<file path="config.mk">
export PLATFORM = sky130hd
export DESIGN_NAME = spi_master
export DESIGN_NICKNAME = d
export VERILOG_FILES = /design/src/rtl/spi_master.sv
export SDC_FILE = /design/constraint.sdc
export NUM_CORES = 1
export LEC_CHECK = 0
export BUFFER_PORTS_ARGS = -buffer_cell sky130_fd_sc_hd__buf_2
export CORE_MARGIN = 2
export CORE_UTILIZATION = 45
export DETAILED_ROUTE_END_ITERATION = 6
export PLACE_DENSITY = 0.72
export SLEW_MARGIN = 20
export SYNTH_ARGS = -nofsm -noshare
export SYNTH_HDL_FRONTEND = slang
export SYNTH_SLANG_ARGS = --single-unit
</file>
<file path="constraint.sdc">
create_clock -name i_clk -period 2.3 [get_ports i_clk]
set_clock_uncertainty 0.05 [all_clocks]
set_input_delay 0.345 -clock i_clk [delete_from_list [all_inputs] [get_ports i_clk]]
set_output_delay 0.345 -clock i_clk [all_outputs]
set_load 0.005 [all_outputs]
</file>
<file path="src/rtl/spi_master.sv">
// spi_master: mode-0 SPI master moving one word per valid/ready handshake.
// Chip select stays low across words until a word flagged last completes.
module spi_master #(
    parameter int K_DWIDTH = 16,
    parameter int K_CLKDIV = 4
) (
    input  logic                i_clk,
    input  logic                i_rst,
    input  logic [K_DWIDTH-1:0] i_data,
    input  logic                i_last,
    input  logic                i_valid,
    output logic                o_ready,
    output logic [K_DWIDTH-1:0] o_data,
    output logic                o_rx_valid,
    output logic                o_busy,
    output logic                o_spi_clk,
    output logic                o_mosi,
    input  logic                i_miso,
    output logic                o_cs_n
);
    localparam int CW = $clog2(K_CLKDIV + 1);
    localparam int BW = (K_DWIDTH > 1) ? $clog2(K_DWIDTH) : 1;
    localparam logic [CW-1:0] HP_TOP = CW'(K_CLKDIV - 1);
    localparam logic [BW-1:0] BIT_TOP = BW'(K_DWIDTH - 1);

    typedef enum logic [2:0] {
        IDLE, SETUP, SHIFT, TAIL, GAP, CSOFF
    } state_t;

    state_t              state_q, state_d;
    logic [CW-1:0]       hp_cnt_q, hp_cnt_d;
    logic [BW-1:0]       bit_cnt_q, bit_cnt_d;
    logic [K_DWIDTH-1:0] tx_sr_q, tx_sr_d;
    logic [K_DWIDTH-1:0] rx_sr_q, rx_sr_d;
    logic [K_DWIDTH-1:0] data_q, data_d;
    logic                last_q, last_d;
    logic                sclk_q, sclk_d;
    logic                cs_n_q, cs_n_d;
    logic                rx_valid_q, rx_valid_d;
    logic                ready_q, ready_d;
    logic                accept;
    logic                hp_tick;

    assign accept  = i_valid & ready_q;
    assign hp_tick = (hp_cnt_q == HP_TOP);

    always_comb begin
        state_d    = state_q;
        hp_cnt_d   = hp_tick ? '0 : hp_cnt_q + 1'b1;
        bit_cnt_d  = bit_cnt_q;
        tx_sr_d    = tx_sr_q;
        rx_sr_d    = rx_sr_q;
        data_d     = data_q;
        last_d     = last_q;
        sclk_d     = sclk_q;
        rx_valid_d = 1'b0;
        case (state_q)
            IDLE, GAP: begin
                hp_cnt_d = '0;
                if (accept) begin
                    state_d   = SETUP;
                    tx_sr_d   = i_data;
                    last_d    = i_last;
                    bit_cnt_d = '0;
                end
            end
            SETUP: begin
                if (hp_tick) state_d = SHIFT;
            end
            SHIFT: begin
                if (hp_tick) begin
                    sclk_d = ~sclk_q;
                    if (!sclk_q) begin
                        rx_sr_d = K_DWIDTH'({rx_sr_q, i_miso});
                    end else if (bit_cnt_q == BIT_TOP) begin
                        rx_valid_d = 1'b1;
                        data_d     = rx_sr_q;
                        state_d    = last_q ? TAIL : GAP;
                    end else begin
                        bit_cnt_d = bit_cnt_q + 1'b1;
                        tx_sr_d   = tx_sr_q << 1;
                    end
                end
            end
            TAIL: begin
                if (hp_tick) state_d = CSOFF;
            end
            CSOFF: begin
                if (hp_tick) state_d = IDLE;
            end
            default: state_d = IDLE;
        endcase
        // CSOFF keeps select high for a minimum deselect time
        cs_n_d  = (state_d == IDLE) || (state_d == CSOFF);
        ready_d = (state_d == IDLE) || (state_d == GAP);
    end

    always_ff @(posedge i_clk) begin
        if (i_rst) begin
            state_q    <= IDLE;
            hp_cnt_q   <= '0;
            bit_cnt_q  <= '0;
            tx_sr_q    <= '0;
            rx_sr_q    <= '0;
            data_q     <= '0;
            last_q     <= 1'b0;
            sclk_q     <= 1'b0;
            cs_n_q     <= 1'b1;
            rx_valid_q <= 1'b0;
            ready_q    <= 1'b0;
        end else begin
            state_q    <= state_d;
            hp_cnt_q   <= hp_cnt_d;
            bit_cnt_q  <= bit_cnt_d;
            tx_sr_q    <= tx_sr_d;
            rx_sr_q    <= rx_sr_d;
            data_q     <= data_d;
            last_q     <= last_d;
            sclk_q     <= sclk_d;
            cs_n_q     <= cs_n_d;
            rx_valid_q <= rx_valid_d;
            ready_q    <= ready_d;
        end
    end

    assign o_ready    = ready_q;
    assign o_data     = data_q;
    assign o_rx_valid = rx_valid_q;
    assign o_busy     = (state_q != IDLE);
    assign o_spi_clk  = sclk_q;
    assign o_mosi     = tx_sr_q[K_DWIDTH-1];
    assign o_cs_n     = cs_n_q;
endmodule

</file>
==> Word-level counts from Yosys, hierarchy flattened <==
Index checks and enable logic that the tools add are counted.
{ "op_classes": {"add_sub_neg": 2, "multipliers": 0, "n_div": 0, "magnitude_cmp": 0, "n_eq_ne": 13, "shift": 0, "mux": 20, "bitwise": 4, "n_reduce_logical": 14} }
{ "op_table": {"columns": ["operator", "count"], "rows": [
  ["$mux W16", 4],
  ["$pmux W16 S2", 1],
  ["$mux W3", 8],
  ["$mux W4", 4],
  ["$pmux W3 S5", 1],
  ["$eq A3 B3 Y1 const B", 4],
  ["$eq A3 B2 Y1 const B", 3],
  ["$ne A2 B2 Y1 const B", 4],
  ["$pmux W4 S2", 1],
  ["$reduce_or A4 Y1", 2],
  ["$logic_not A3 Y1", 2],
  ["$reduce_and A5 Y1", 1],
  ["$add A4 B1 Y4 const B", 1],
  ["$eq A4 B4 Y1 const B", 1],
  ["$reduce_and A2 Y1", 2],
  ["$reduce_and A4 Y1", 1],
  ["$add A3 B1 Y3 const B", 1],
  ["$eq A3 B1 Y1 const B", 1],
  ["$not A1 Y1", 3],
  ["$reduce_and A3 Y1", 1],
  ["$reduce_bool A3 Y1", 1],
  ["$logic_or A1 B1 Y1", 2],
  ["$reduce_bool A2 Y1", 1],
  ["$reduce_or A2 Y1", 1],
  ["2 further kinds", 2]
]} }
{ "word_totals": {"regBits": 63, "latch_bits": 0, "ram_bits": 0, "mem_bits_ro": 0, "inputBits": 21, "word_cells": 64, "memories": 0} }

==> Depth between registers and ports, before layout <==
Gate-level depths: netlist (run 1).
{ "logic_depth": {"depth_word": 7, "ltp_mapped": 8, "mapped_depth_nobuf": 6} }

==> Worst setup path after synthesis (run 1) <==
OpenSTA, ideal clock, no wires.
{ "synth_path": {"path_type": "reg2reg", "start": "register hp_cnt_q[0]", "end": "register tx_sr_q[2]", "arrival_time_ns": 1.651, "path_slack_ns": 0.480, "path_stages_with_launch": 8, "period_less_slack_ns": 1.820, "cell_sequence": "dfxtp_1 ha_1 ha_1 clkbuf_1 and2_1 nand3_2 buf_2 o221a_2"} }
{ "synth_between": {"elab_chain_cells": 3} }
{ "synth_lines": {"columns": ["item", "line_no", "source"], "rows": [
  ["start, declared", "31", "logic [CW-1:0] hp_cnt_q, hp_cnt_d;"],
  ["start signal, assigned", "113", "hp_cnt_q <= hp_cnt_d;"],
  ["$eq A3 B2 Y1", "45", "assign hp_tick = (hp_cnt_q == HP_TOP);"],
  ["$ne A2 B2 Y1 (no line)", null, null],
  ["$reduce_and A5 Y1 (no line)", null, null],
  ["end signal, assigned", "115", "tx_sr_q <= tx_sr_d;"],
  ["end, declared", "33", "logic [K_DWIDTH-1:0] tx_sr_q, tx_sr_d;"]
]} }
No other way between the ends.
A chain may end at the register's enable or synchronous reset.

==> Worst setup path after layout (run 1) <==
{ "layout_path": {"start": "register state_q[0]", "end": "register data_q[5] (netlist: o_data[5])"} }
{ "layout_between": {"elab_chain_cells": 2} }
{ "layout_lines": {"columns": ["item", "line_no", "source"], "rows": [
  ["start, declared", "30", "state_t state_q, state_d;"],
  ["start signal, assigned", "112", "state_q <= state_d;"],
  ["$eq A3 B2 Y1", "57", "case (state_q)"],
  ["$reduce_and A4 Y1 (no line)", null, null],
  ["end signal, assigned", "117", "data_q <= data_d;"],
  ["end, declared", "35", "logic [K_DWIDTH-1:0] data_q, data_d;"]
]} }
No other way between the ends.

==> impl_results.md, run 1 <==
- Hold Path Class: input port to flop
- GR Util met2: 26.24%
- Setup Total Neg Slack: 0 ps
- LEAKAGE: 1.176 nW
- CTS tree: yes
- Slack of the critical path: 395.9 ps
- Mean Syn Cell Area: 8.681 um2
- GRT Overall Usage: 16.85%
- YS warnings: 0
- ANT cells: 0
- Mapped Cells: 291
- R2r endpoint: o_data[5]
- Worst Path Arrival: 2070 ps
- Fin. Hold Viols: 0
- Routed len/inst: 11.41 um
- First-pass GRT wire length: 8162 um
- DIE WIDTH: 78.93 um
- M3 GR Usage: 5.795%
- Share of layout cells above drive strength 1: 26.69%
- # IOs: 43
- Dpl ws: 408.8 ps
- Netlist Area Pre-Place: 2526 um2
- Crit path to: o_data[5]
- Register bit count reported by yosys: 63
- Vias in the first global route: 1880
- Num rows: 27
- Routed via count: 2091
- DRT Wirelength: 4712 um
- Post-DP HPWL: 3169 um
- Clk slew on worst S/H paths: 70 ps
- Reg2reg start: state_q[0]
- Crit. End Element: flop
- CTS Buf Count: 9
- H-Tree Depth: 3
- Final instance area: 2987 um2
- Post-synth top area cell: dfxtp_1
- Power per Cell Area: 741.4 nW/um2
- Hold buffers post-CTS: 0
- Post-synth EDFFs: 0
- Top post-synthesis cells by area: dfxtp_1 50%, nand2_1 11%, a21oi_1 7.9%, o221a_2 6.7%, nor2_1 5.8%
- CTS max path bufs: 2
- CTS Root Cell: clkbuf_8
- # Post-CTS Setup Buffers: 0
- Gr ovfl total: 0
- Post-Place Cells: 397
- Worst-margin pin slew: 571.1 ps
- RSZ-0062 raised after global routing: false
- Finished Core Util: 54.57%
- CP max FO: 17
- Die H: 78.93 um
- Total power draw: 2.214 mW
- Detail Route Antenna Nets: 0
- Syn Nets: 315
- Unique masters post-synth: 35
- Area occupied by multi-input gates: 1122 um2
- R2R cell count: 4
- CORE AREA: 5473 um2
- DR DRC count: 0
- Starting Density: 46.16%
- CP startpoint: state_q[0]
- CP Launch Type: flop
- Final Non-Filler Cells: 413
- Hold WS: 207.7 ps
- Cell with the most instances after synthesis: nand2_1
- Post-route clock period utilization: 82.79%
- FMAX: 0.5252 GHz
- Full die area: 6229 um2
- Area share of the largest cell type after synthesis: 49.93%
- Setup CP Type: flop to flop
- Fillers: 519
- Via-per-instance ratio: 5.063
- Max VDD drop: 0.3051 mV
- Met1 usage: 21.08%
- Drt first pass iters: 4
- Pin count of the biggest net entering global routing: 35
- Final net count: 360
- Register area share after synthesis: 49.93%
- CTS Sinks: 63
- DRT iter0 DRCs: 133
- Area delta synth->final: 18.23%
- Post-synth ARST share: 0%
- Initial antenna violation count: 0
- Synth cell count leaders: 73 x nand2_1, 63 x dfxtp_1, 40 x a21oi_1
- Relative slew margins: 61.93%
- Setup slack, reg-to-reg: 400 ps
- Status: finished clean
- Dominant synthesized flop cell: dfxtp_1
- Max cap viols: 0
- Setup-failing EPs final: 0
- Crit path time final: 1904 ps
- Post_cts resized: 0
- Clock Latency Late Sink: 330 ps
- GR peak layer: met2
- CP Data Required Time: 2460 ps
- Hold path startpoint: i_miso
- Placement-stage cell area: 2781 um2
- Port Buffers: 42
- Slew Viols, Final: 0
- Routability cong.: 0.7472
- Register Area: 1261 um2
-- critical path: stages, from the launching register on --
cell and delay (ps):
dfxtp_1 420, or3b_4 490, or3_1 580, nand2_1 170, a21oi_1 70
-- kinds of logic (layout without fill, tap and decap cells) --
logic type               after synthesis  in the layout  share of synthesized area (%)
AO/OA/AOI/OAI                         63             63                          17.24
XOR/XNOR                               3              3                          1.040
adder cells (fa/ha/maj)                3              3                          1.486
buffers and inverters                 23             73                          5.646
flip-flops                            63             63                          49.93
multiplexers                           2              2                         0.7925
AND/OR/NAND/NOR                      134            134                          23.87
-- final cells by class --
| cell class | count | share of cell area, % |
|---|---|---|
| multi-input combinational | 205 | 37.58 |
| tap | 72 | 3.016 |
| clock buffer | 9 | 4.147 |
| inverter | 4 | 0.5027 |
| clock inverter | 7 | 2.723 |
| sequential | 63 | 42.23 |
| timing repair buffer | 53 | 9.803 |
-- worst min-delay path by stage --
stage               slack, ps  cells past startpoint          end
floorplan                 350                      1  hp_cnt_q[0]
global placement          360                      1  hp_cnt_q[0]
detailed placement        370                      1  hp_cnt_q[0]
CTS                       190                      3   rx_sr_q[0]
global route              200                      3   rx_sr_q[0]
finish                    210                      3   rx_sr_q[0]
-- power breakdown --
group	leakage [nW]	total [mW]	switching, mW	internal [mW]
clock	0.100	0.955	0.444	0.511
combinational	0.565	0.117	0.0589	0.0584
sequential	0.511	1.14	0.0207	1.12
total	1.18	2.21	0.524	1.69
-- cell usage in the layout, fill, tap and decap left out, types with 3 or more instances in the layout --
master | synthesis | final
nand2_1 | 73 | 73
dfxtp_1 | 63 | 63
buf_2 | 3 | 42
a21oi_1 | 40 | 40
nor2_1 | 39 | 39
o221a_2 | 15 | 15
buf_4 | 3 | 11
clkbuf_8 | 0 | 9
inv_1 | 4 | 4
clkinv_4 | 0 | 4
nor3_1 | 3 | 3
nand3_1 | 3 | 3
or3_1 | 3 | 3
nand2b_1 | 3 | 3
ha_1 | 3 | 3
-- state kept, by name, summed over array words and instances, names as in the netlist, 3 cells and up --
signal	cells
rx_sr_q	16
tx_sr_q	16
hp_cnt_q	3
o_data	16
state_q	3
bit_cnt_q	4
-- routing by layer --
metal	part of all wire, %	vias to the layer above
met2	44	50
met5	0	-
met4	1.4	0
met1	49	952
li1	-	1082
met3	5.2	7
Power figures use the tool's default switching activity.
==> inputs of run 2 (changes only) <==
--- a/config.mk
+++ b/config.mk
@@ -9,7 +9,7 @@
 export CORE_MARGIN = 2
 export CORE_UTILIZATION = 45
 export DETAILED_ROUTE_END_ITERATION = 6
-export PLACE_DENSITY = 0.72
+export PLACE_DENSITY = 0.75
 export SLEW_MARGIN = 20
 export SYNTH_ARGS = -nofsm -noshare
 export SYNTH_HDL_FRONTEND = slang
==> constraint.sdc (replaced) <==
create_clock -name i_clk -period 1.6 [get_ports i_clk]
set_clock_uncertainty 0.05 [all_clocks]
set_input_delay 0.24 -clock i_clk [delete_from_list [all_inputs] [get_ports i_clk]]
set_output_delay 0.24 -clock i_clk [all_outputs]
set_load 0.005 [all_outputs]
==> impl_results.md, run 2 (synthesis gave the netlist of run 1 again) <==
- Status: complete, but fails checks
- Failing checks: negative setup slack
- Delay-heaviest family, CP: simple AND/OR/NAND/NOR gates
- Slack of the critical path: -34.14 ps
- Setup slack, reg-to-reg: -30 ps
- Pin count of the biggest net entering global routing: 36
- Clock Latency Late Sink: 340 ps
- Hold Path Stages: 3
- Worst Path Arrival: 1800 ps
- Hold buffers post-CTS: 0
- Placement-stage cell area: 2929 um2
- Commonest cells after routing, fill and taps aside: 72 x nand2_1, 59 x dfxtp_1, 42 x buf_2
- R2R cell count: 5
- Power per Cell Area: 994.7 nW/um2
- R2r endpoint: o_data[13]
- CTS tree: yes
- Setup Total Neg Slack: -301.2 ps
- LEAKAGE: 1.290 nW
- # IOs: 43
- Setup-failing EPs final: 16
- Drt first pass iters: 4
- Routed via count: 2217
- Post-route clock period utilization: 102.1%
- DR top layer: met4
- Initial antenna violation count: 0
- Post-DP HPWL: 3429 um
- Routed length on met3: 272 um
- First-pass GRT wire length: 9170 um
- DIE WIDTH: 78.93 um
- CTS Sinks: 63
- CP Data Required Time: 1760 ps
- Hold Path Class: input port to flop
- Gr ovfl total: 0
- Hold Path End: rx_sr_q[0]
- Crit path time final: 1634 ps
- CP peak stage delay: 440 ps
- Worst-margin pin slew: 416.6 ps
- Clk slew on worst S/H paths: 70 ps
- GRT Overall Usage: 18.98%
- ANT cells: 0
- Final instance area: 3243 um2
- CTS Root Cell: clkbuf_8
- Detail Route Antenna Nets: 0
- CP startpoint: state_q[0]
- Total power draw: 3.226 mW
- Post-Route M1 WL: 2375 um
- Vias in the first global route: 2062
- Full die area: 6229 um2
- Fin. Hold Viols: 0
- H-Tree Depth: 3
- Port Buffers: 42
- Most common cell after layout, fill and taps aside: nand2_1
- Crit. End Element: flop
- CORE AREA: 5473 um2
- Max cap viols: 0
- Area delta synth->final: 28.38%
- Met2 WL: 2630 um
- Hold path startpoint: i_miso
- Via-per-instance ratio: 5.156
- Critical path, cell by cell: or3b_4 > or3_4 > buf_6 > nand2_1 > a21oi_1
- Dpl ws: -170.7 ps
- Slew Viols, Final: 0
- Starting Density: 46.16%
- CP Launch Type: flop
- Reg2reg start: state_q[0]
- Fillers: 488
- CTS Buf Count: 9
- Routability cong.: 0.7933
- CTS max path bufs: 2
- CP max FO: 9
- Die H: 78.93 um
- Num rows: 27
- Relative slew margins: 72.22%
- DR DRC count: 0
- RSZ-0062 raised after global routing: true
- Share of layout cells above drive strength 1: 33.24%
- DRT Wirelength: 5421 um
- Setup CP Type: flop to flop
- DRT iter0 DRCs: 108
- Max VDD drop: 0.5916 mV
- Routed len/inst: 12.61 um
- FMAX: 0.6119 GHz
- Worst path buffer plus inverter count: 1
- CP max-delay cell: or3b_4
- Final net count: 377
run 2: cell count changes in the layout (fill, tap and decap cells not counted), sizes merged:
cell / change
buf: +17
clkinv: -2
clkinvlp: +1
inv: +1
run 2: what timing repair did:
item / in CTS / in global routing
setup buffers: 2 / 1
endpoints found under the setup margin: 40 / 47
gates resized for setup: 14 / 5
pin swaps: 3 / 1
cloned: 1 / 0
run 2: area by class of cell:
type	count	area [um2]	share of cell area (%)
flip-flops and latches	63	1266	39.04
multi-input cells	205	1166	35.96
repair buffers	70	501.7	15.47
clock buffers	9	123.9	3.819
well taps	72	90.09	2.778
clock inverters	7	80.08	2.469
inverters	4	15.01	0.4630
run 2: power breakdown:
| group | total [mW] | switching, mW | internal (mW) |
|---|---|---|---|
| combinational | 0.186 | 0.0931 | 0.0924 |
| sequential | 1.64 | 0.0295 | 1.61 |
| clock | 1.40 | 0.664 | 0.734 |
run 2: metal layers:
| layer | global-route usage (%) | vias to the layer above |
|---|---|---|
| li1 | - | 1117 |
| met1 | 22.85 | 1022 |
| met2 | 30.26 | 64 |
| met3 | 5.114 | 14 |
| met4 | 11.55 | 0 |
| met5 | 0 | - |
run 2: worst register-to-register path, stage by stage, from the launching register on:
cell	delay [ps]
dfxtp_2	360
or3b_4	440
or3_4	380
buf_6	160
nand2_1	70
a21oi_1	60
run 2: worst max-delay path by stage:
stage	cells past startpoint	endpoint
floorplan	7	o_data[15]
global placement	5	tx_sr_q[4]
detailed placement	5	tx_sr_q[8]
CTS	5	o_data[2]
global route	6	o_data[13]
finish	5	o_data[13]
run 2: through the flow:
stage	util, %	cells	hold WS (ps)
floorplan	-	291	326.0
detailed placement	53.52	410	372.4
finish	59.26	430	90.85
global placement	53.52	410	358.2
global route	59.26	430	104.8
CTS	58.78	429	77.05
==> inputs of run 3 (changes only) <==
--- a/config.mk
+++ b/config.mk
@@ -6,11 +6,11 @@
 export NUM_CORES = 1
 export LEC_CHECK = 0
 export BUFFER_PORTS_ARGS = -buffer_cell sky130_fd_sc_hd__buf_2
-export CORE_MARGIN = 2
+export CORE_MARGIN = 4
 export CORE_UTILIZATION = 45
 export DETAILED_ROUTE_END_ITERATION = 6
 export PLACE_DENSITY = 0.75
-export SLEW_MARGIN = 20
+export SLEW_MARGIN = 25
 export SYNTH_ARGS = -nofsm -noshare
 export SYNTH_HDL_FRONTEND = slang
 export SYNTH_SLANG_ARGS = --single-unit
==> impl_results.md, run 3 (synthesis gave the netlist of run 1 again) <==
- Detail Route Antenna Nets: 0
- First-pass GRT wire length: 9446 um
- Fillers: 467
- Commonest cells after routing, fill and taps aside: 67 x nand2_1, 58 x dfxtp_1, 42 x buf_2
- Max cap viols: 0
- GRT Overall Usage: 16.90%
- Worst Path Arrival: 1850 ps
- CP Launch Type: flop
- Relative slew margins: 71.95%
- Worst-margin pin slew: 417.5 ps
- ANT cells: 0
- Gr ovfl total: 0
- Dpl ws: -185.8 ps
- Failing checks: negative setup slack
- Via-per-instance ratio: 5.115
- CTS max path bufs: 2
- Initial antenna violation count: 0
- Drt first pass iters: 4
- Starting Density: 46.16%
- CTS Root Cell: clkbuf_8
- Share of layout cells above drive strength 1: 37.64%
- Post-DP HPWL: 3552 um
- Crit. End Element: flop
- Clk slew on worst S/H paths: 70 ps
- Hold buffers post-CTS: 0
- Setup slack, reg-to-reg: -40 ps
- LEAKAGE: 1.368 nW
- DRT iter0 DRCs: 139
- Max VDD drop: 0.4805 mV
- Finished Core Util: 61.25%
- DRT Wirelength: 5610 um
- Most common cell after layout, fill and taps aside: nand2_1
- Post-Route M1 WL: 2560 um
- RSZ-0062 raised after global routing: true
- Routability cong.: 0.7894
- CTS Sinks: 63
- FMAX: 0.6110 GHz
- DIE WIDTH: 82.93 um
- Full die area: 6877 um2
- Power per Cell Area: 880.3 nW/um2
- Routed via count: 2230
- Status: complete, but fails checks
- Num rows: 27
- # IOs: 43
- Post-route clock period utilization: 102.3%
- Fin. Hold Viols: 0
- Setup Total Neg Slack: -229.3 ps
- Pin count of the biggest net entering global routing: 35
- Routed len/inst: 12.87 um
- Final net count: 385
- Hold Path Class: input port to flop
- Setup CP Type: flop to flop
- Slew Viols, Final: 0
- H-Tree Depth: 3
- Crit path time final: 1637 ps
- CP max FO: 8
- DR top layer: met4
- Routed length on met3: 314 um
- Vias in the first global route: 2103
- Final Non-Filler Cells: 436
- DR DRC count: 0
- CP Data Required Time: 1820 ps
- Post-Place Cells: 414
- Met2 WL: 2632 um
- Clock Latency Late Sink: 340 ps
- CORE AREA: 5473 um2
- Port Buffers: 42
- Area delta synth->final: 32.69%
- Setup-failing EPs final: 19
- CTS Buf Count: 9
- CTS tree: yes
- Slack of the critical path: -36.71 ps
- Die H: 82.93 um
run 3: path summary, 6_finish.rpt:
path,endpoint,depth (start not counted),from
hold reg to reg,o_data[9],2,o_data[9]
setup reg to reg,rx_sr_q[3],6,state_q[1]
hold / removal,rx_sr_q[0],3,i_miso
setup / recovery,rx_sr_q[3],6,state_q[1]
run 3: worst max-delay path: stages, from the launching register on:
cell	delay, ps
dfxtp_2	360
or3b_4	420
buf_6	130
nor3b_4	230
buf_6	180
nand2_2	70
a21oi_2	140
run 3: cell type report:
| class | instances | area, um2 | area share, % |
|---|---|---|---|
| clock buffers | 9 | 123.9 | 3.695 |
| clock inverters | 5 | 27.53 | 0.8212 |
| inverters | 4 | 15.01 | 0.4479 |
| multi-input cells | 205 | 1231 | 36.73 |
| flip-flops and latches | 63 | 1270 | 37.89 |
| well taps | 72 | 90.09 | 2.688 |
| repair buffers | 78 | 594.3 | 17.73 |
run 3: where the power goes:
| group | switching (mW) | leakage [nW] | internal, mW | total (mW) |
|---|---|---|---|---|
| Sequential | 0.0286 | 0.513 | 1.61 | 1.64 |
| Clock | 0.568 | 0.0805 | 0.531 | 1.10 |
| Combinational | 0.100 | 0.774 | 0.109 | 0.209 |
| Total | 0.697 | 1.37 | 2.25 | 2.95 |
run 3: per-stage QoR:
| step | power (mW) | area, um2 | hold WS, ps |
|---|---|---|---|
| after CTS | 2.971 | 3254 | 86.10 |
| after global routing | 3.101 | 3352 | 90.23 |
| final | 2.951 | 3352 | 95.15 |
| after detailed placement | 1.856 | 2959 | 369.2 |
| after global placement | 1.851 | 2959 | 362.1 |
| after floorplan | 1.791 | 2537 | 326.0 |
run 3: routing by layer:
layer	vias to the layer above	global-route usage, %
met5	-	0
met4	0	7.281
met1	1025	20.57
met3	11	6.349
li1	1132	-
met2	62	26.68
run 3: repair_timing:
action                                  in CTS  in global routing
pin swaps                                    3                 11
gates resized for setup                     17                 24
endpoints found under the setup margin      50                 51
gates cloned                                 1                  1
endpoints found under the hold margin        0                  0
buffers inserted                             4                  4
